<file path="src/rtl/gpio_pkg.sv">
// gpio_pkg: register map, CTRL field position and bus FSM encoding shared by the GPIO controller
package gpio_pkg;
  localparam logic [1:0] ADDR_LED_OUT = 2'd0;
  localparam logic [1:0] ADDR_SW_IN = 2'd1;
  localparam logic [1:0] ADDR_IRQ_STATUS = 2'd2;
  localparam logic [1:0] ADDR_CTRL = 2'd3;
  localparam int CTRL_BLINK_BIT = 8;
  typedef enum logic [1:0] {
    IDLE = 2'd0,
    ACK  = 2'd1,
    HOLD = 2'd2
  } state_t;
endpackage

</file>
<file path="src/rtl/gpio_debounce.sv">
// gpio_debounce: 2-FF synchroniser plus stability counter for one switch bit
// Ports: clk, rst (async, active-high); din raw pin; stable debounced level;
// chg one-cycle strobe on the edge where stable takes a new value.
module gpio_debounce #(
  parameter int DEBOUNCE_CYCLES = 500000
) (
  input  logic clk,
  input  logic rst,
  input  logic din,
  output logic stable,
  output logic chg
);
  localparam int CW = $clog2(DEBOUNCE_CYCLES);
  logic [1:0] sync;
  logic [CW-1:0] cnt;
  // Fires on the last cycle of a full disagreement run, so stable updates and chg coincide.
  assign chg = (sync[1] != stable) && (cnt == CW'(DEBOUNCE_CYCLES - 1));
  always_ff @(posedge clk or posedge rst)
    if (rst) begin
      sync <= '0;
      cnt <= '0;
      stable <= 1'b0;
    end else begin
      sync <= {sync[0], din};
      if (sync[1] == stable) cnt <= '0;
      else if (chg) begin
        stable <= sync[1];
        cnt <= '0;
      end else cnt <= cnt + 1'b1;
    end
endmodule

</file>
<file path="src/rtl/gpio_ctrl.sv">
// gpio_ctrl: bus-mapped LED/switch controller with debounced switch-change interrupts and blink clock
// Ports: clk, rst (async, active-high); bus_sel/bus_we/bus_addr/bus_wdata request side;
// bus_rdata/bus_ack one-cycle response; bus_sw raw switches; bus_leds LED pins;
// xclk blink clock; irq level interrupt.
module gpio_ctrl
  import gpio_pkg::*;
#(
  parameter int N_GPIO = 4,
  parameter int DEBOUNCE_CYCLES = 500000,
  parameter int PRESC_W = 26
) (
  input  logic              clk,
  input  logic              rst,
  input  logic              bus_sel,
  input  logic              bus_we,
  input  logic [1:0]        bus_addr,
  input  logic [31:0]       bus_wdata,
  output logic [31:0]       bus_rdata,
  output logic              bus_ack,
  input  logic [N_GPIO-1:0] bus_sw,
  output logic [N_GPIO-1:0] bus_leds,
  output logic              xclk,
  output logic              irq
);
  state_t state;
  logic [N_GPIO-1:0] led_out, irq_en, irq_status, sw_stable, chg, clr;
  logic blink_en;
  logic [PRESC_W-1:0] presc;
  logic [31:0] rd_word, ctrl_word;
  logic wr_stb;
  for (genvar i = 0; i < N_GPIO; i++) begin : g_deb
    gpio_debounce #(.DEBOUNCE_CYCLES(DEBOUNCE_CYCLES)) u_deb (
      .clk(clk),
      .rst(rst),
      .din(bus_sw[i]),
      .stable(sw_stable[i]),
      .chg(chg[i])
    );
  end
  assign wr_stb = (state == IDLE) && bus_sel && bus_we;
  assign clr = (wr_stb && bus_addr == ADDR_IRQ_STATUS) ? bus_wdata[N_GPIO-1:0] : '0;
  assign ctrl_word = 32'(irq_en) | (32'(blink_en) << CTRL_BLINK_BIT);
  always_comb
    rd_word = bus_addr == ADDR_LED_OUT ? 32'(led_out) :
              bus_addr == ADDR_SW_IN ? 32'(sw_stable) :
              bus_addr == ADDR_IRQ_STATUS ? 32'(irq_status) : ctrl_word;
  always_ff @(posedge clk or posedge rst)
    if (rst) begin
      state <= IDLE;
      bus_ack <= 1'b0;
      bus_rdata <= '0;
      led_out <= '0;
      irq_en <= '0;
      blink_en <= 1'b0;
    end else begin
      bus_ack <= 1'b0;
      bus_rdata <= '0;
      case (state)
        IDLE:
          if (bus_sel) begin
            state <= ACK;
            bus_ack <= 1'b1;
            bus_rdata <= bus_we ? '0 : rd_word;
            if (bus_we && bus_addr == ADDR_LED_OUT) led_out <= bus_wdata[N_GPIO-1:0];
            if (bus_we && bus_addr == ADDR_CTRL) begin
              irq_en <= bus_wdata[N_GPIO-1:0];
              blink_en <= bus_wdata[CTRL_BLINK_BIT];
            end
          end
        ACK: state <= HOLD;
        HOLD: if (!bus_sel) state <= IDLE;
        default: state <= IDLE;
      endcase
    end
  // OR-ing the set after the clear makes a coincident edge win over W1C.
  always_ff @(posedge clk or posedge rst)
    if (rst) irq_status <= '0;
    else irq_status <= (irq_status & ~clr) | (chg & irq_en);
  always_ff @(posedge clk or posedge rst)
    if (rst) presc <= '0;
    else presc <= presc + 1'b1;
  assign xclk = presc[PRESC_W-1];
  assign irq = |irq_status;
  assign bus_leds = blink_en ? (led_out & {N_GPIO{xclk}}) : led_out;
endmodule

</file>
<file path="config.mk">
export PLATFORM = sky130hd
export DESIGN_NAME = gpio_ctrl
export DESIGN_NICKNAME = d
export VERILOG_FILES = /design/src/rtl/gpio_pkg.sv /design/src/rtl/gpio_debounce.sv /design/src/rtl/gpio_ctrl.sv
export SDC_FILE = /design/constraint.sdc
export NUM_CORES = 1
export LEC_CHECK = 0
export ABC_AREA = 1
export BUFFER_PORTS_ARGS = -buffer_cell sky130_fd_sc_hd__buf_2
export CELL_PAD_IN_SITES_DETAIL_PLACEMENT = 1
export CELL_PAD_IN_SITES_GLOBAL_PLACEMENT = 1
export CORE_UTILIZATION = 39
export CTS_CLUSTER_DIAMETER = 80
export CTS_CLUSTER_SIZE = 30
export DETAILED_ROUTE_END_ITERATION = 8
export PLACE_DENSITY_LB_ADDON = 0.1
export SLEW_MARGIN = 40
export SYNTH_ARGS = -nofsm -noshare
export SYNTH_HDL_FRONTEND = slang
export SYNTH_SLANG_ARGS = --single-unit
</file>
<file path="constraint.sdc">
create_clock -name clk -period 6.6 [get_ports clk]
set_clock_uncertainty 0.15 [all_clocks]
set_input_delay 1.32 -clock clk [delete_from_list [all_inputs] [get_ports clk]]
set_output_delay 1.32 -clock clk [all_outputs]
set_load 0.01 [all_outputs]
</file>
**After elaboration in Yosys (flattened, before gate mapping)**

Index checks and enable logic that the tools add are counted.

- Register bits: 162
- Output and inout port bits: 39
- Word-level logic and storage cells: 94

- $add $sub $neg: 5
- Equality and inequality tests: 19
- Muxes and demuxes: 21
- Bitwise logic cells: 10
- Reduce and logical (&&, ||, !) cells: 19

Operator list:

| cell | count |
|---|---|
| $mux W19 | 8 |
| $add A19 B1 Y19 const B | 4 |
| $eq A19 B19 Y1 const B | 4 |
| $mux W9 | 5 |
| $mux W32 | 1 |
| $add A26 B1 Y26 const B | 1 |
| $and A4 B4 Y4 | 3 |
| $reduce_and A2 Y1 | 5 |
| $logic_and A1 B1 Y1 | 9 |
| $or A4 B9 Y9 | 1 |
| $mux W4 | 2 |
| $eq A2 B2 Y1 const B | 3 |
| $pmux W2 S3 | 1 |
| $reduce_and A3 Y1 | 2 |
| $eq A1 B1 Y1 | 4 |
| $eq A2 B1 Y1 const B | 2 |
| $logic_not A2 Y1 | 2 |
| $mux W2 | 2 |
| $ne A1 B1 Y1 | 4 |
| $ne A2 B2 Y1 const B | 2 |
| $not A1 Y1 | 4 |
| $not A4 Y4 | 1 |
| $or A4 B4 Y4 | 1 |
| $reduce_or A4 Y1 | 1 |
| $mux W1 | 2 |

**Logic depth before layout (Yosys ltp)**

Gate-level depths: netlist (run 1).

- Depth after elaboration: 8
- Depth in mapped cells: 9
- Mapped depth without buffers: 9

**Cells and area by module**

From an unflattened synthesis (run 1), not the netlist that was laid out.

- Cell total of the unflattened synthesis: 999
- Area total of the unflattened synthesis: 7553.5 um^2

Modules (own cells, without submodules):

| module | instances | cells each | area each (um^2) | sequential area each (um^2) |
|---|---|---|---|---|
| gpio_debounce | 4 | 171 | 1261.2 | 550.5 |
| gpio_ctrl | 1 | 315 | 2508.7 | 1176.1 |

**Least setup slack after synthesis (run 1)**

OpenSTA, ideal clock, no wires.

- Kind: reg-to-output
- From: register irq_status[2]
- To: output irq
- Data arrival time: 0.929 ns
- Data required time: 5.130 ns
- Slack: 4.201 ns
- Stages on the path, launching flop included: 2
- Path buffers: 0
- Cells stage by stage: dfrtp_1 > or4_1

- Word-level cells in the longest chain between the ends: 1

RTL lines:

| item | RTL line | text |
|---|---|---|
| start: declaration | gpio_ctrl.sv:26 | `logic [N_GPIO-1:0] led_out, irq_en, irq_status, sw_stable, chg, clr;` |
| start signal: assignment | gpio_ctrl.sv:78 | `else irq_status <= (irq_status & ~clr) \| (chg & irq_en);` |
| $reduce_or A4 Y1 | gpio_ctrl.sv:83 | `assign irq = \|irq_status;` |
| end: declaration | gpio_ctrl.sv:23 | `output logic irq` |

Every way passes these cells.

**Worst setup path in the final report (run 1)**

Same ends and word-level chain as after synthesis.

==> results.toml, run 1 <==
[run_status]
status = "finished with violations"
violations = "DRC"

[pwr]
power.total_mw = 2.091
ir_worst_vdd_v = 0.0001345
power_leakage_nw = 3.811
powerDensity_mw_per_mm2 = 252.6

[sta]
slew_viol_final = 0
relSlewSlack = 0.5190
fin_crit_ns = 2.969
worst_slack_ns = 3.631
rsz0062_at_grt = "false"
worst_pin_slew_ns = 0.7215
final.setup.tns_ns = 0
setup_viol = 0
period_share = 0.4498
fmax_ghz = 0.3368
hold_violations = 0

[floorplanning]
core.rowCount = 49
die_y_um = 139.2
io_pins = 81
dieWidth_um = 139.2
start_util = 0.4029
design.core.area_mm2 = 0.01821
dieArea_mm2 = 0.01937

[routing]
avgViaCountPerCell = 4.764
wl_met1_um = 8592
wl_um = 17340
wl_per_cell_um = 14.09
highest_layer = "met4"
firstDrtPassIters = 8
drt_iter0_markers = 179
drc_errors = 3
drtAntennaViolNets = 0
dr_wl_met2_um = 8135
wl_met3_um = 394
vias = 5865

[final_layout]
nFillCells = 2292
fin_util = 0.4545
num_antenna_cells = 0
layout.cells.non_filler = 1231
area_growth_pct = 12.81
nets = 1036
drive_gt1_frac = 0.1257

[synth]
synth_edf_count = 0
yosys_register_bits = 135
synth.top_cells.by_count = "215 x nand2_1, 197 x nor2_1, 135 x dfrtp_1"
syn_area_mm2 = 0.007337
postSynthCellCount = 945
ys_types = 36
yosysTopAreaCellShare = 0.4604
yosys-top-cells-area = "dfrtp_1 46%, nand2_1 11%, nor2_1 10%"
synth_ff_type = "dfrtp_1"
ys_async_sr_fraction = 1.000
yosysMostFrequentCell = "nand2_1"
synth_top_area_cell = "dfrtp_1"
yosys_warnings = 0
synth_seq_area_share = 0.4604
syn_area_per_cell_um2 = 7.764

[clock_network]
cts_resized = 0
cts_tree = "done"
clkSinkCount = 135
clkTransAtPathRegs_ns = 0.06
cts_root_buf = "clkbuf_16"
post_cts_buffers = 0
hold_buffers = 0
clk-insertion-delay-late_ns = 0.42
htreeDepth = 4
cts_buffers = 17
clockBufferDepth = 2

[critical_path]
r2r_cells = 8
worstPathMaxFanout = 3
critPathKind = "register to primary output"
critical_path_arrival_ns = 1.50
start_kind = "register"
crit_required_ns = 5.13
cp-end-kind = "primary output"

[grt]
grt_pass1_vias = 6119
grt_max_degree = 79
grt_overflow = 0
antenna_found_initial = 0
grt_pass1_wl_um = 29970
grt_usage = 0.1954

[placement]
routabilityCongestion = 0.8241
pre_cts_slack_ns = 3.603
io_buffers = 26
placedCellCount = 1199
dp_hpwl_um = 12990

[min_path]
hold_depth = 0
hp-class = "register to register"

[job]
cap_violations = 0
[through the flow]
| stage | hold slack (ns) | area (um^2) |
|---|---|---|
| 6_report | 0.1961 | 8277 |
| 5_1_grt | 0.2106 | 8277 |
| 4_1_cts | 0.2033 | 8273 |
| 3_5_place_dp | 0.1856 | 7654 |
| 3_3_place_gp | 0.1842 | 7654 |
| 2_1_floorplan | 0.1812 | 7435 |
[report_power, final]
part / internal (mW) / switching, mW
Sequential: 0.883 / 0.0400
Combinational: 0.0547 / 0.109
Clock: 0.642 / 0.361
[routing by layer]
layer / global-route usage / vias up
li1: - / 2973
met1: 0.2611 / 2816
met2: 0.3200 / 62
met5: 0 / -
met4: 0.05673 / 0
met3: 0.04006 / 14
[flip-flops by register name, summed over array words and instances (netlist names)]
| register | cells |
|---|---|
| blink_en | 1 |
| bus_ack | 1 |
| bus_rdata | 5 |
| g_deb.u_deb.cnt | 76 |
| g_deb.u_deb.stable | 4 |
| g_deb.u_deb.sync | 8 |
| irq_en | 4 |
| irq_status | 4 |
| led_out | 4 |
| presc | 26 |
| state | 2 |
[cell type report]
class | count | area, um^2 | share of cell area
repair buffers | 27 | 141.4 | 0.01708
clock inverters | 8 | 117.6 | 0.01421
clock buffers | 24 | 501.7 | 0.06062
multi-input cells | 693 | 3412 | 0.4122
well taps | 229 | 286.5 | 0.03462
flip-flops and latches | 135 | 3378 | 0.4082
inverters | 115 | 439.2 | 0.05306
[critical path: stages, from the launching register on]
cell	delay, ns
dfrtp_1	0.40
or4_1	0.52
buf_2	0.17
[cells by family (layout without fill, tap and decap cells)]
| kind of cell | after synthesis | after routing | share of synthesized area |
|---|---|---|---|
| other | 1 | 27 | 0.0005111 |
| adder cells (fa/ha/maj) | 5 | 5 | 0.008527 |
| buffers and inverters | 143 | 174 | 0.08782 |
| XOR/XNOR | 53 | 53 | 0.06327 |
| AO/OA/AOI/OAI | 54 | 54 | 0.04417 |
| flip-flops | 135 | 135 | 0.4604 |
| AND/OR/NAND/NOR | 554 | 554 | 0.3353 |
[cells in the final DEF (no fill, tap or decap), types with 6 or more instances in the layout]
cell type  synthesis  routed
a21oi_1           10      10
nand3_1           55      55
nand2_2           14      14
nand2_1          215     215
xnor2_1           13      13
dfrtp_1          135     135
nor2_2            19      19
clkbuf_16          0      17
buf_2              0      26
o21ai_0           25      25
conb_1             1      27
inv_1            102     101
inv_2             12      12
nand4_1           12      12
nor2_1           197     197
nor3_1            11      11
nor2_4            10      10
nor3b_1            6       6
xor2_1            40      40
[worst paths after layout]
| kind | from | to | slack, ns |
|---|---|---|---|
| setup reg to reg | g_deb[0].u_deb.cnt[0]$_DFF_PP0_ | g_deb[0].u_deb.cnt[5]$_DFF_PP0_ | 4.81 |
| hold / removal | g_deb[0].u_deb.sync[0]$_DFF_PP0_ | g_deb[0].u_deb.sync[1]$_DFF_PP0_ | 0.20 |
| min in group asynchronous | rst | g_deb[2].u_deb.cnt[1]$_DFF_PP0_ | 0.87 |
| max in group asynchronous | rst | g_deb[3].u_deb.cnt[13]$_DFF_PP0_ | 4.45 |
| hold reg to reg | g_deb[0].u_deb.sync[0]$_DFF_PP0_ | g_deb[0].u_deb.sync[1]$_DFF_PP0_ | 0.20 |
| setup / recovery | irq_status[2]$_DFF_PP0_ | irq | 3.63 |
Note: power is estimated with default switching activity, not from simulation.
==> inputs of run 2 (changes only) <==
--- a/config.mk
+++ b/config.mk
@@ -5,7 +5,7 @@
 export SDC_FILE = /design/constraint.sdc
 export NUM_CORES = 1
 export LEC_CHECK = 0
-export ABC_AREA = 1
+export ABC_AREA = 0
 export BUFFER_PORTS_ARGS = -buffer_cell sky130_fd_sc_hd__buf_2
 export CELL_PAD_IN_SITES_DETAIL_PLACEMENT = 1
 export CELL_PAD_IN_SITES_GLOBAL_PLACEMENT = 1
==> constraint.sdc (replaced) <==
create_clock -name clk -period 2.53 [get_ports clk]
set_clock_uncertainty 0.15 [all_clocks]
set_input_delay 0.506 -clock clk [delete_from_list [all_inputs] [get_ports clk]]
set_output_delay 0.506 -clock clk [all_outputs]
set_load 0.01 [all_outputs]
==> run 2 against run 1 <==
The flow now finishes without violations; count of clock-buffer cells in the layout unchanged; utilization increased by 1.1 points; final cell count decreased by 27%; synthesized area decreased by 12%; critical path depth increased by 3; setup slack got worse by 3.3 ns; critical path type is now register to register; critical endpoint is now g_deb[2].u_deb.cnt[18]$_DFF_PP0_; largest cell class is now sequential cells.
==> results.toml, run 2 <==
[critical_path]
crit_path_start = "g_deb[2].u_deb.cnt[0]$_DFF_PP0_"
critPathKind = "register to register"
critical_path_arrival_ns = 2.41
r2r_end = "g_deb[2].u_deb.cnt[18]$_DFF_PP0_"
crit_required_ns = 2.72
worstPathMaxFanout = 9
r2r-start = "g_deb[2].u_deb.cnt[0]$_DFF_PP0_"
start_kind = "register"
rrSetupSlack_ns = 0.31
cp-end-kind = "register"
r2r_cells = 5
cp-endpoint = "g_deb[2].u_deb.cnt[18]$_DFF_PP0_"

[grt]
grt_overflow = 0
grt_max_degree = 45
antenna_found_initial = 2
grt_pass1_vias = 4857
grt_pass1_wl_um = 24700
grt_usage = 0.1874

[sta]
hold_slack_ns = 0.05069
period_share = 0.8773
fmax_ghz = 0.4505
worst_pin_slew_ns = 0.6132
relSlewSlack = 0.5875
rsz0062_at_grt = "false"
fin_crit_ns = 2.220
hold_violations = 0
final.setup.tns_ns = 0
setup_viol = 0
slew_viol_final = 0

[final_layout]
reg_top3 = "g_deb.u_deb.cnt (76), presc (26), g_deb.u_deb.sync (8)"
area_growth_pct = 15.05
largest_reg_flops = 76
nets = 716
final_common_cell = "dfrtp_1"
largest_register = "g_deb.u_deb.cnt"
num_antenna_cells = 0
drive_gt1_frac = 0.1232
layout.cells.most_common_list = "135 x dfrtp_1, 83 x nor2_1, 65 x xnor2_1, 47 x nand3_1, 31 x nand2_1"

[routing]
drtAntennaViolNets = 0
wl_per_cell_um = 15.98
wl_um = 14350
vias = 4652
drt_iter0_markers = 151
drc_errors = 0
firstDrtPassIters = 4
avgViaCountPerCell = 5.180

[synth]
yosys_warnings = 0
yosysTopAreaCellShare = 0.5204
syn_area_mm2 = 0.006491
synth_top_area_cell = "dfrtp_1"
yosys_register_bits = 135
syn_area_per_cell_um2 = 10.50
ys_types = 45
yosysMostFrequentCell = "dfrtp_1"
synth_edf_count = 0
postSynthCellCount = 618
synth_ff_type = "dfrtp_1"
yosys-top-cells-area = "dfrtp_1 52%, xnor2_1 8.8%, nor2_1 4.8%"
ys_async_sr_fraction = 1.000
synth.top_cells.by_count = "135 x dfrtp_1, 83 x nor2_1, 65 x xnor2_1"
synth_seq_area_share = 0.5204

[clock_network]
clkSinkCount = 135
cts_buffers = 17
clkTransAtPathRegs_ns = 0.06
clockBufferDepth = 2
cts_root_buf = "clkbuf_16"
htreeDepth = 4
cts_tree = "done"
post_cts_buffers = 0
clk-insertion-delay-late_ns = 0.41

[floorplanning]
core.rowCount = 46
dieArea_mm2 = 0.01716
die_y_um = 131.0
start_util = 0.4042
design.core.area_mm2 = 0.01606
dieWidth_um = 131.0
io_pins = 81

[job]
cap_violations = 0

[run_status]
status = "completed"

[pwr]
powerDensity_mw_per_mm2 = 702.6
power_leakage_nw = 3.106
ir_worst_vdd_v = 0.0004637

[min_path]
hp-class = "input port to register"

[placement]
dp_hpwl_um = 10060
routabilityCongestion = 0.8058
io_buffers = 26
-- run 2: changes by cell type after synthesis, moves of 10 or more --
cell	before	now
xnor2_1	13	65
inv_2	12	0
nor4_1	0	30
nor2_1	197	83
nand2_2	14	0
o21ai_0	25	9
nor2_2	19	0
nand2_1	215	31
inv_1	102	19
xor2_1	40	18
nor2_4	10	0
nand4_1	12	28
-- run 2: logic make-up after synthesis --
logic type                 after synthesis  share of synthesized area
AOI/OAI and AO/OA                       32                    0.03720
muxes                                   20                    0.04106
xor gates and xnor gates                83                     0.1120
buffers and inverters                   53                    0.04857
DFF                                    135                     0.5204
and+or+nand+nor                        289                     0.2305
other                                    1                  0.0005777
adders and majority gates                5                   0.009638
-- run 2: worst min path at each step --
stage	startpoint	endpoint	slack (ns)	cells past startpoint
2_1_floorplan	g_deb[0].u_deb.sync[0]$_DFF_PP0_	g_deb[0].u_deb.sync[1]$_DFF_PP0_	0.18	0
3_3_place_gp	g_deb[2].u_deb.sync[0]$_DFF_PP0_	g_deb[2].u_deb.sync[1]$_DFF_PP0_	0.19	0
3_5_place_dp	g_deb[2].u_deb.sync[0]$_DFF_PP0_	g_deb[2].u_deb.sync[1]$_DFF_PP0_	0.20	0
4_1_cts	bus_sw[3]	g_deb[3].u_deb.sync[0]$_DFF_PP0_	0.03	1
5_1_grt	bus_sw[3]	g_deb[3].u_deb.sync[0]$_DFF_PP0_	0.02	1
6_report	bus_sw[3]	g_deb[3].u_deb.sync[0]$_DFF_PP0_	0.05	1
-- run 2: cell type report --
cell class / count / area, um^2
clock inverter: 8 / 95.09
timing repair buffer: 40 / 262.8
tap: 216 / 270.3
fill: 1762 / 8589
inverter: 19 / 75.07
clock buffer: 24 / 491.7
sequential: 135 / 3378
multi-input combinational: 456 / 2895
-- run 2: what timing repair did --
item / CTS / global route
hold buffers: 1 / 0
resized for setup: 0 / 0
hold endpoints to repair: 15 / 0
-- run 2: where the power goes --
part | switching (mW) | internal [mW] | total (mW) | leakage (nW)
sequential | 0.0939 | 2.28 | 2.37 | 1.82
combinational | 0.225 | 0.186 | 0.411 | 0.997
clock | 0.915 | 1.55 | 2.46 | 0.286
total | 1.23 | 4.01 | 5.25 | 3.11
-- run 2: critical path: stages, from the launching register on --
cell	delay (ns)
dfrtp_1	0.41
ha_1	0.27
nand4_4	0.22
or4_1	0.61
or3_1	0.33
a21oi_1	0.15
-- run 2: routing by layer --
layer | vias up | wire length (um) | global-route usage
met2 | 52 | 6888 | 0.3016
li1 | 2217 | - | -
met4 | 4 | 175 | 0.06356
met1 | 2361 | 6840 | 0.2480
met5 | - | 31 | 0
met3 | 18 | 415 | 0.04438
-- run 2: stage by stage --
step	cell area (um^2)	setup slack [ns]	power, mW	instances	utilization
floorplan	6593	0.1948	2.691	644	-
global placement	6872	0.3908	2.806	865	0.4279
detailed placement	6872	0.3593	2.833	865	0.4279
CTS	7468	0.3000	5.321	898	0.4651
global route	7468	0.1919	5.478	898	0.4651
finish	7468	0.3104	5.247	898	0.4651
